<file path="src/rtl/tdc_reg_ctrl.sv">
// rtl/tdc_reg_ctrl.sv - register bank with SPI/core arbitration, CTRL strobes and STATUS flags
module tdc_reg_ctrl #(
    parameter int                      ADDR_W  = 3,
    parameter int                      REG_W   = 8,
    parameter logic [(2**ADDR_W)-1:0]  RO_MASK = 8'hF0
) (
    input  logic              clk,
    input  logic              rst,
    input  logic [ADDR_W-1:0] spi_addr,
    input  logic [REG_W-1:0]  spi_wdata,
    input  logic              spi_wdv,
    output logic [REG_W-1:0]  spi_rdata,
    output logic [31:0]       status_o,
    input  logic              core_req,
    input  logic              core_we,
    input  logic [ADDR_W-1:0] core_addr,
    input  logic [REG_W-1:0]  core_wdata,
    output logic              core_gnt,
    output logic [REG_W-1:0]  core_rdata,
    output logic              core_rvalid,
    input  logic              evt_done,
    input  logic              evt_ovf,
    output logic              ctrl_enable,
    output logic              start_pulse,
    output logic              soft_rst
);

    localparam int                DEPTH  = 2**ADDR_W;
    localparam logic [ADDR_W-1:0] A_CTRL = '0;
    localparam logic [ADDR_W-1:0] A_STAT = ADDR_W'(1);

    logic [REG_W-1:0] bank [DEPTH];
    logic [7:0]       wr_cnt;
    logic [7:0]       err_cnt;

    logic       spi_ok;
    logic       core_ok;
    logic       soft_hit;
    logic       core_wr;
    logic       core_rd;
    logic [1:0] stat_clr;
    logic [1:0] stat_next;

    always_comb begin
        spi_ok    = (spi_addr == A_CTRL) || (spi_addr == A_STAT) || !RO_MASK[spi_addr];
        core_ok   = RO_MASK[core_addr] && (core_addr != A_CTRL) && (core_addr != A_STAT);
        soft_hit  = spi_wdv && (spi_addr == A_CTRL) && spi_wdata[7];
        core_wr   = core_gnt && core_we;
        core_rd   = core_gnt && !core_we;
        stat_clr  = (spi_wdv && spi_addr == A_STAT) ? spi_wdata[1:0] : 2'b00;
        // Event set takes precedence over a same-cycle W1C of the same bit
        stat_next = (bank[1][1:0] & ~stat_clr) | {evt_ovf, evt_done};
    end

    assign core_gnt    = core_req && !spi_wdv && !rst;
    assign ctrl_enable = bank[0][0];
    assign status_o    = {err_cnt, wr_cnt, 8'h00, bank[1][7:0]};

    always_ff @(posedge clk) begin
        if (rst || soft_hit) begin
            for (int i = 0; i < DEPTH; i++) begin
                bank[i] <= '0;
            end
            wr_cnt  <= '0;
            err_cnt <= '0;
        end else begin
            bank[1] <= {{(REG_W-2){1'b0}}, stat_next};
            if (spi_wdv) begin
                if (spi_ok) begin
                    if (spi_addr == A_CTRL) begin
                        bank[0] <= {{(REG_W-1){1'b0}}, spi_wdata[0]};
                    end else if (spi_addr != A_STAT) begin
                        bank[spi_addr] <= spi_wdata;
                    end
                    wr_cnt <= wr_cnt + 8'd1;
                end else if (err_cnt != 8'hFF) begin
                    err_cnt <= err_cnt + 8'd1;
                end
            end else if (core_wr) begin
                if (core_ok) begin
                    bank[core_addr] <= core_wdata;
                end else if (err_cnt != 8'hFF) begin
                    err_cnt <= err_cnt + 8'd1;
                end
            end
        end
    end

    always_ff @(posedge clk) begin
        if (rst) begin
            spi_rdata   <= '0;
            core_rdata  <= '0;
            core_rvalid <= 1'b0;
            start_pulse <= 1'b0;
            soft_rst    <= 1'b0;
        end else begin
            spi_rdata   <= bank[spi_addr];
            core_rvalid <= core_rd;
            if (core_rd) begin
                core_rdata <= bank[core_addr];
            end
            start_pulse <= spi_wdv && (spi_addr == A_CTRL) && spi_wdata[1];
            soft_rst    <= soft_hit;
        end
    end

endmodule

</file>
<file path="config.mk">
export PLATFORM = sky130hd
export DESIGN_NAME = tdc_reg_ctrl
export DESIGN_NICKNAME = d
export VERILOG_FILES = /design/src/rtl/tdc_reg_ctrl.sv
export SDC_FILE = /design/constraint.sdc
export NUM_CORES = 1
export LEC_CHECK = 0
export ABC_AREA = 1
export CELL_PAD_IN_SITES_DETAIL_PLACEMENT = 1
export CELL_PAD_IN_SITES_GLOBAL_PLACEMENT = 1
export CORE_AREA = 2 2 112 125
export DETAILED_ROUTE_END_ITERATION = 8
export DIE_AREA = 0 0 114 127
export GPL_TIMING_DRIVEN = 1
export PLACE_DENSITY_LB_ADDON = 0.1
export SLEW_MARGIN = 30
export SYNTH_ARGS = -nofsm -noshare
export SYNTH_HDL_FRONTEND = slang
export SYNTH_SLANG_ARGS = --single-unit
export TNS_END_PERCENT = 1
</file>
<file path="constraint.sdc">
create_clock -name clk -period 5.85 [get_ports clk]
set_clock_uncertainty 0.2 [all_clocks]
set_input_delay 1.17 -clock clk [delete_from_list [all_inputs] [get_ports clk]]
set_output_delay 1.17 -clock clk [all_outputs]
set_load 0.02 [all_outputs]
</file>
==> out/results.txt, run 1 <==
Crit path capture = core_gnt
Post-Syn Area per Cell = 7.88 µm²
Startpoint class of the critical path = primary input
Vias in the first global route = 4,830
Power Dens Cells = 265 mW/mm²
CP required = 4.48 ns
Setup TNS = 0 ns
Antenna violations before repair = 0
IO buf count = 73
Reg-to-reg critical path endpoint = err_cnt[0]
Maximum vdd ir drop = 0.140 mV
Status = completed
Drt drc = 0
Hold Path Class = flop to flop
Max_slew headroom = 0.433
Non-Filler Instances = 900
Most common cell in the netlist = nand2_1
Total CTS buffers = 9
Crit Path Max Fanout = 13
Largest net degree at the start of global routing = 36
Setup Buffers After CTS = 0
# hold bufs at CTS = 0
Synthesized area = 0.00522 mm²
Vias = 4,705
CTS H-tree depth = 3
Area leader, netlist = edfxtp_1
Share of the synthesized area in the top cell type = 0.322
TritonRoute pass-1 iters = 5
First-pass GRT wire length = 26.9 mm
Yosys reg bits = 99
Reg area = 0.00254 mm²
FILL cells = 1,594
RSZ-0062 raised after global routing = no
Post-synthesis cell type count = 35
Worst EP arrival = 3.10 ns
WL/cell = 18.8 µm
GR Overflow Total = 0
Worst reg-to-reg setup slack = 3.98 ns
CTS Root Cell = clkbuf_16
Min Tclk post-route = 4.47 ns
Leak = 2.68 nW
Final wirelength = 16.9 mm
CTS tree = done
Most common library cells after synthesis = nand2_1 (152), inv_1 (96), nand3_1 (64)
Area Growth Syn to Fin = 21.5%
CTS sink cnt = 99
Critical Path End Type = output pin
Number of max-cap violations = 0
Worst-Skew Late Latency = 0.36 ns
Global Route Usage Sum = 0.246
Vias per inst = 5.23
Ant. Diodes = 0
Multi-input gate area = 0.00216 mm²
Post-route ant nets = 0
Post-synth top flop = edfxtp_1
Synth Instances = 663
Worst r2r src = err_cnt[0]
Core area = 0.0131 mm²
Die H = 127 µm
Die area = 0.0145 mm²
Chip Width = 114 µm
Placed Cells = 884
Main area contributors after synthesis = edfxtp_1 (32%), dfxtp_1 (16%), nand2_1 (11%)
Yosys warning count = 0
# IOs = 82
# setup viols final = 0
DR iter-0 viols = 212
Std cell rows = 44
Resized cells post-CTS = 0
Kind of critical path = primary input to output pin
Clock transition at the registers of the reported paths = 0.08 ns
Initial Util = 0.399
Max Clk Rate = 224 MHz
Seq/Total Area, Yosys = 0.487
Final period util = 0.764
Least-Margin Pin Slew = 0.847 ns
Fin. Hold Viols = 0
Share of cells above drive strength 1 = 0.0595
Max Slew Vio Count = 0
Gpl congestion = 0.924
Maximum clock insertion buffer count = 2
Worst setup path startpoint = rst
Asr flop ratio synth = 0
Number of synthesized flops with an enable pin = 56
Post-DP HPWL = 13.1 mm
Final net count = 765
FF-to-FF path depth = 9
## how the worst min path moves through the flow
| stage | startpoint | end | slack (ns) | cells past startpoint |
|---|---|---|---|---|
| 2_1_floorplan | core_rdata[0] | core_rdata[0] | 0.34 | 2 |
| 3_3_place_gp | core_rdata[0] | core_rdata[0] | 0.25 | 2 |
| 3_5_place_dp | core_rdata[0] | core_rdata[0] | 0.25 | 2 |
| 4_1_cts | core_rdata[0] | core_rdata[0] | 0.27 | 2 |
| 5_1_grt | core_rdata[4] | core_rdata[4] | 0.30 | 2 |
| 6_report | core_rdata[0] | core_rdata[0] | 0.27 | 2 |
## cells by family (layout without fill, tap and decap cells)
logic type,Yosys count,after routing,share of synthesized area
compound gates,85,85,0.0949
buf+inv,135,191,0.115
simple gates,337,337,0.292
other cells,1,21,0.000718
xor+xnor,4,4,0.00671
flops,99,99,0.487
fa+ha+maj,2,2,0.00479
## area by class of cell
type,instances,share of cell area
flip-flops and latches,99,0.401
multi-input cells,449,0.340
repair buffers,76,0.119
inverters,99,0.0590
clock buffers,9,0.0355
well taps,161,0.0318
clock inverters,7,0.0142
## layout by cell type (no fill, tap or decap), types with 3 or more instances in the layout
master / Yosys / final
o211ai_1: 3 / 3
nor2_1: 58 / 58
o21ai_1: 2 / 7
buf_4: 9 / 3
nand2_1: 152 / 152
nand4_1: 10 / 10
edfxtp_1: 56 / 56
nand3_1: 64 / 64
nor3_1: 37 / 37
clkbuf_16: 0 / 9
dfxtp_1: 43 / 43
nand2_2: 5 / 5
o221ai_1: 8 / 8
inv_1: 96 / 96
o21ai_2: 8 / 8
a21oi_1: 38 / 38
nor2_4: 3 / 3
o21ai_0: 25 / 20
conb_1: 1 / 21
clkdlybuf4s50_1: 0 / 73
xor2_1: 4 / 4
inv_8: 0 / 3
## through the flow
stage                     hold slack, ns   util  power, mW  instance area, µm²  worst slack, ns
after floorplan                    0.343      -      0.949                5300             2.74
after detailed placement           0.255  0.460       1.05                6030             1.08
final                              0.268  0.484       1.68                6340             1.38
after global placement             0.253  0.460       1.05                6030             1.35
after global routing               0.295  0.484       1.74                6340             1.25
after CTS                          0.267  0.484       1.69                6340             1.36
## sequential cells by signal, summed over array words and instances, names as in the netlist
name,flops
core_rvalid,1
soft_rst,1
spi_rdata,8
wr_cnt,8
err_cnt,8
core_rdata,8
start_pulse,1
bank,64
## per-layer routing
layer / share of wire / global-route usage / up-vias
met5: 0 / 0 / -
met4: 0.044 / 0.128 / 0
met3: 0.038 / 0.0346 / 40
met2: 0.48 / 0.410 / 129
met1: 0.44 / 0.311 / 2255
li1: - / - / 2281
## report_power, final
| part | leakage [nW] | internal (mW) | total, mW | switching (mW) |
|---|---|---|---|---|
| Sequential | 0.892 | 0.774 | 0.798 | 0.0238 |
| Combinational | 1.63 | 0.0790 | 0.241 | 0.162 |
| Clock | 0.156 | 0.344 | 0.641 | 0.297 |
## critical path, stage by stage
cell and delay (ns):
clkdlybuf4s50_1 0.67, inv_2 0.31, nand2_1 0.10, nor2_2 0.20, clkdlybuf4s50_1 0.65
Power figures use the tool's default switching activity.
==> run 2, diff against run 1 <==
CORE_AREA = 2 2 118 132   (was 2 2 112 125)
DIE_AREA = 0 0 120 134   (was 0 0 114 127)
clock period = 4.1 ns   (was 5.85 ns; I/O delays follow)
==> run 2 against run 1 <==
- worst setup slack lost 0.69 ns
- count of clock-buffer cells in the layout grew 1
- flip-flop and latch count is the same
- cell area grew 1.7%
- via count shrank 0.11%
- sequential share of layout area shrank 0.68 points
- worst hold slack lost 0.0039 ns
- critical path depth is the same
- combinational power grew 47%
- register-to-register slack lost 1.9 ns
- first-iteration DRC count grew 42%
- global-route usage shrank 2.9 points
==> out/results.txt, run 2 (same netlist as run 1, synthesis figures left out) <==
Status = completed (unchanged)
Largest net degree at the start of global routing = 35 (was 36)
Hold Path Class = flop to flop (unchanged)
Maximum clock insertion buffer count = 2 (unchanged)
Sequential Power Share = 0.489 (was 0.475)
Sw frac = 0.288 (was 0.287)
Net Sw Power = 0.665 mW (was 0.483 mW)
Vias = 4,700 (was 4,705)
Post-route ant nets = 0 (unchanged)
Leading cell type in the layout, fill and taps excluded = nand2_1 (unchanged)
Power Dens Cells = 359 mW/mm² (was 265 mW/mm²)
First-pass GRT wire length = 26.4 mm (was 26.9 mm)
Clock transition at the registers of the reported paths = 0.07 ns (was 0.08 ns)
Maximum vdd ir drop = 0.191 mV (was 0.140 mV)
Max_slew headroom = 0.595 (was 0.433)
Worst-Skew Late Latency = 0.36 ns (about the same)
FF-to-FF path depth = 9 (unchanged)
Max Slew Vio Count = 0 (unchanged)
Worst EP arrival = 2.39 ns (was 3.10 ns)
Global Route Usage Sum = 0.218 (was 0.246)
Worst r2r src = err_cnt[0] (unchanged)
Most flop-heavy register = bank (unchanged)
Combinational share of power = 0.153 (was 0.143)
Reg area = 0.00254 mm² (unchanged)
P_int = 1.65 mW (was 1.20 mW)
Hold path cells = 2 (unchanged)
Multi-input gate area = 0.00216 mm² (unchanged)
Critical Path End Type = output pin (unchanged)
# IOs = 82 (unchanged)
Hold endpoint = core_rdata[2] (was core_rdata[0])
Pre-CTS WS = 0.686 ns (was 1.08 ns)
Min-Delay Startpoint = core_rdata[2] (was core_rdata[0])
RSZ-0062 raised after global routing = no (unchanged)
Vias per inst = 4.96 (was 5.23)
Final period util = 0.831
Min Tclk post-route = 3.41 ns
Std cell rows = 47 (was 44)
# hold bufs at CTS = 0 (unchanged)
Worst reg-to-reg setup slack = 2.10 ns (was 3.98 ns)
Initial Util = 0.354 (was 0.399)
Kind of critical path = primary input to output pin (unchanged)
CTS tree = done (unchanged)
Chip Width = 120 µm (was 114 µm)
Reg-to-reg critical path endpoint = err_cnt[0] (unchanged)
Final net count = 778 (was 765)
Fin. Hold Viols = 0 (unchanged)
CTS sink cnt = 99 (unchanged)
Ant. Diodes = 0 (unchanged)
Least-Margin Pin Slew = 0.606 ns (was 0.847 ns)
CP required = 3.08 ns (was 4.48 ns)
Resized cells post-CTS = 0 (unchanged)
IO buf count = 73 (unchanged)
# setup viols final = 0 (unchanged)
TritonRoute pass-1 iters = 5 (unchanged)
CTS H-tree depth = 3 (unchanged)
Core area = 0.0148 mm² (was 0.0131 mm²)
DR iter-0 viols = 302 (was 212)
FILL cells = 1,819 (was 1,594)
Vias in the first global route = 4,785 (was 4,830)
Die area = 0.0161 mm² (was 0.0145 mm²)
Max Clk Rate = 294 MHz
CTS Root Cell = clkbuf_16 (unchanged)
Final setup margin = 0.694 ns (was 1.38 ns)
Clock Power Share = 0.358 (was 0.382)
Share of cells above drive strength 1 = 0.0745 (was 0.0595)
Gpl congestion = 0.894 (was 0.924)
Setup TNS = 0 ns (unchanged)
Post-DP HPWL = 13.1 mm (about the same)
Leak = 2.73 nW (was 2.68 nW)
Antenna violations before repair = 0 (unchanged)
Startpoint class of the critical path = primary input (unchanged)
Drt drc = 0 (unchanged)
Crit Path Max Fanout = 13 (unchanged)
Total CTS buffers = 9 (unchanged)
Setup Buffers After CTS = 0 (unchanged)
Most frequent cells in the layout = nand2_1 (152), inv_1 (96), clkdlybuf4s50_1 (73) (unchanged)
WL/cell = 17.7 µm (was 18.8 µm)
Area Growth Syn to Fin = 23.6% (was 21.5%)
Number of max-cap violations = 0 (unchanged)
GR Overflow Total = 0 (unchanged)
Die H = 134 µm (was 127 µm)
Max reg flops = 64 (unchanged)
Final wirelength = 16.8 mm (was 16.9 mm)
-- run 2: cell count changes in the layout (fill, tap and decap cells not counted), sizes merged --
cell    before  now
clkinv       3    4
clkbuf       9   10
buf          3   16
inv        102  101
bufinv       1    0
-- run 2: power by group through the flow --
stage / sequential, mW / clock, mW / combinational [mW]
3_3_place_gp: 1.15 / 0 / 0.350
3_5_place_dp: 1.15 / 0 / 0.354
5_1_grt: 1.14 / 0.879 / 0.390
4_1_cts: 1.13 / 0.848 / 0.357
6_report: 1.13 / 0.828 / 0.354
2_1_floorplan: 1.17 / 0 / 0.188
-- run 2: layout make-up --
type	instances	area share
timing repair buffer	89	0.132
clock buffer	10	0.0355
sequential	99	0.394
tap	196	0.0380
multi-input combinational	449	0.334
clock inverter	6	0.00853
inverter	99	0.0580
-- run 2: how the worst max path moves through the flow --
stage / slack (ns) / depth (start not counted) / end / startpoint
2_1_floorplan: 1.34 / 7 / bank[4][0] / rst
4_1_cts: 0.69 / 5 / core_gnt / rst
5_1_grt: 0.62 / 5 / core_gnt / rst
6_report: 0.69 / 5 / core_gnt / rst
3_5_place_dp: 0.69 / 5 / core_gnt / rst
3_3_place_gp: 0.70 / 5 / core_gnt / rst
-- run 2: worst max-delay path, cell delays in order --
cell,delay [ns]
clkdlybuf4s50_1,0.44
inv_2,0.22
nand2_1,0.10
nor2_2,0.17
clkdlybuf4s50_1,0.63
-- run 2: routing by layer --
metal | GRT usage | wire (µm)
met5 | 0 | 0
met4 | 0.0967 | 535
met3 | 0.0327 | 648
met2 | 0.368 | 8060
met1 | 0.274 | 7560
-- run 2: metrics by stage --
stage               hold WS, ns  cell area (µm²)  cells  utilization  total power, mW
global route              0.287             6450    948        0.437             2.41
global placement          0.262             6170    932        0.418             1.50
floorplan                 0.343             5300    683            -             1.35
CTS                       0.270             6450    948        0.437             2.34
detailed placement        0.258             6170    932        0.418             1.51
finish                    0.264             6450    948        0.437             2.31
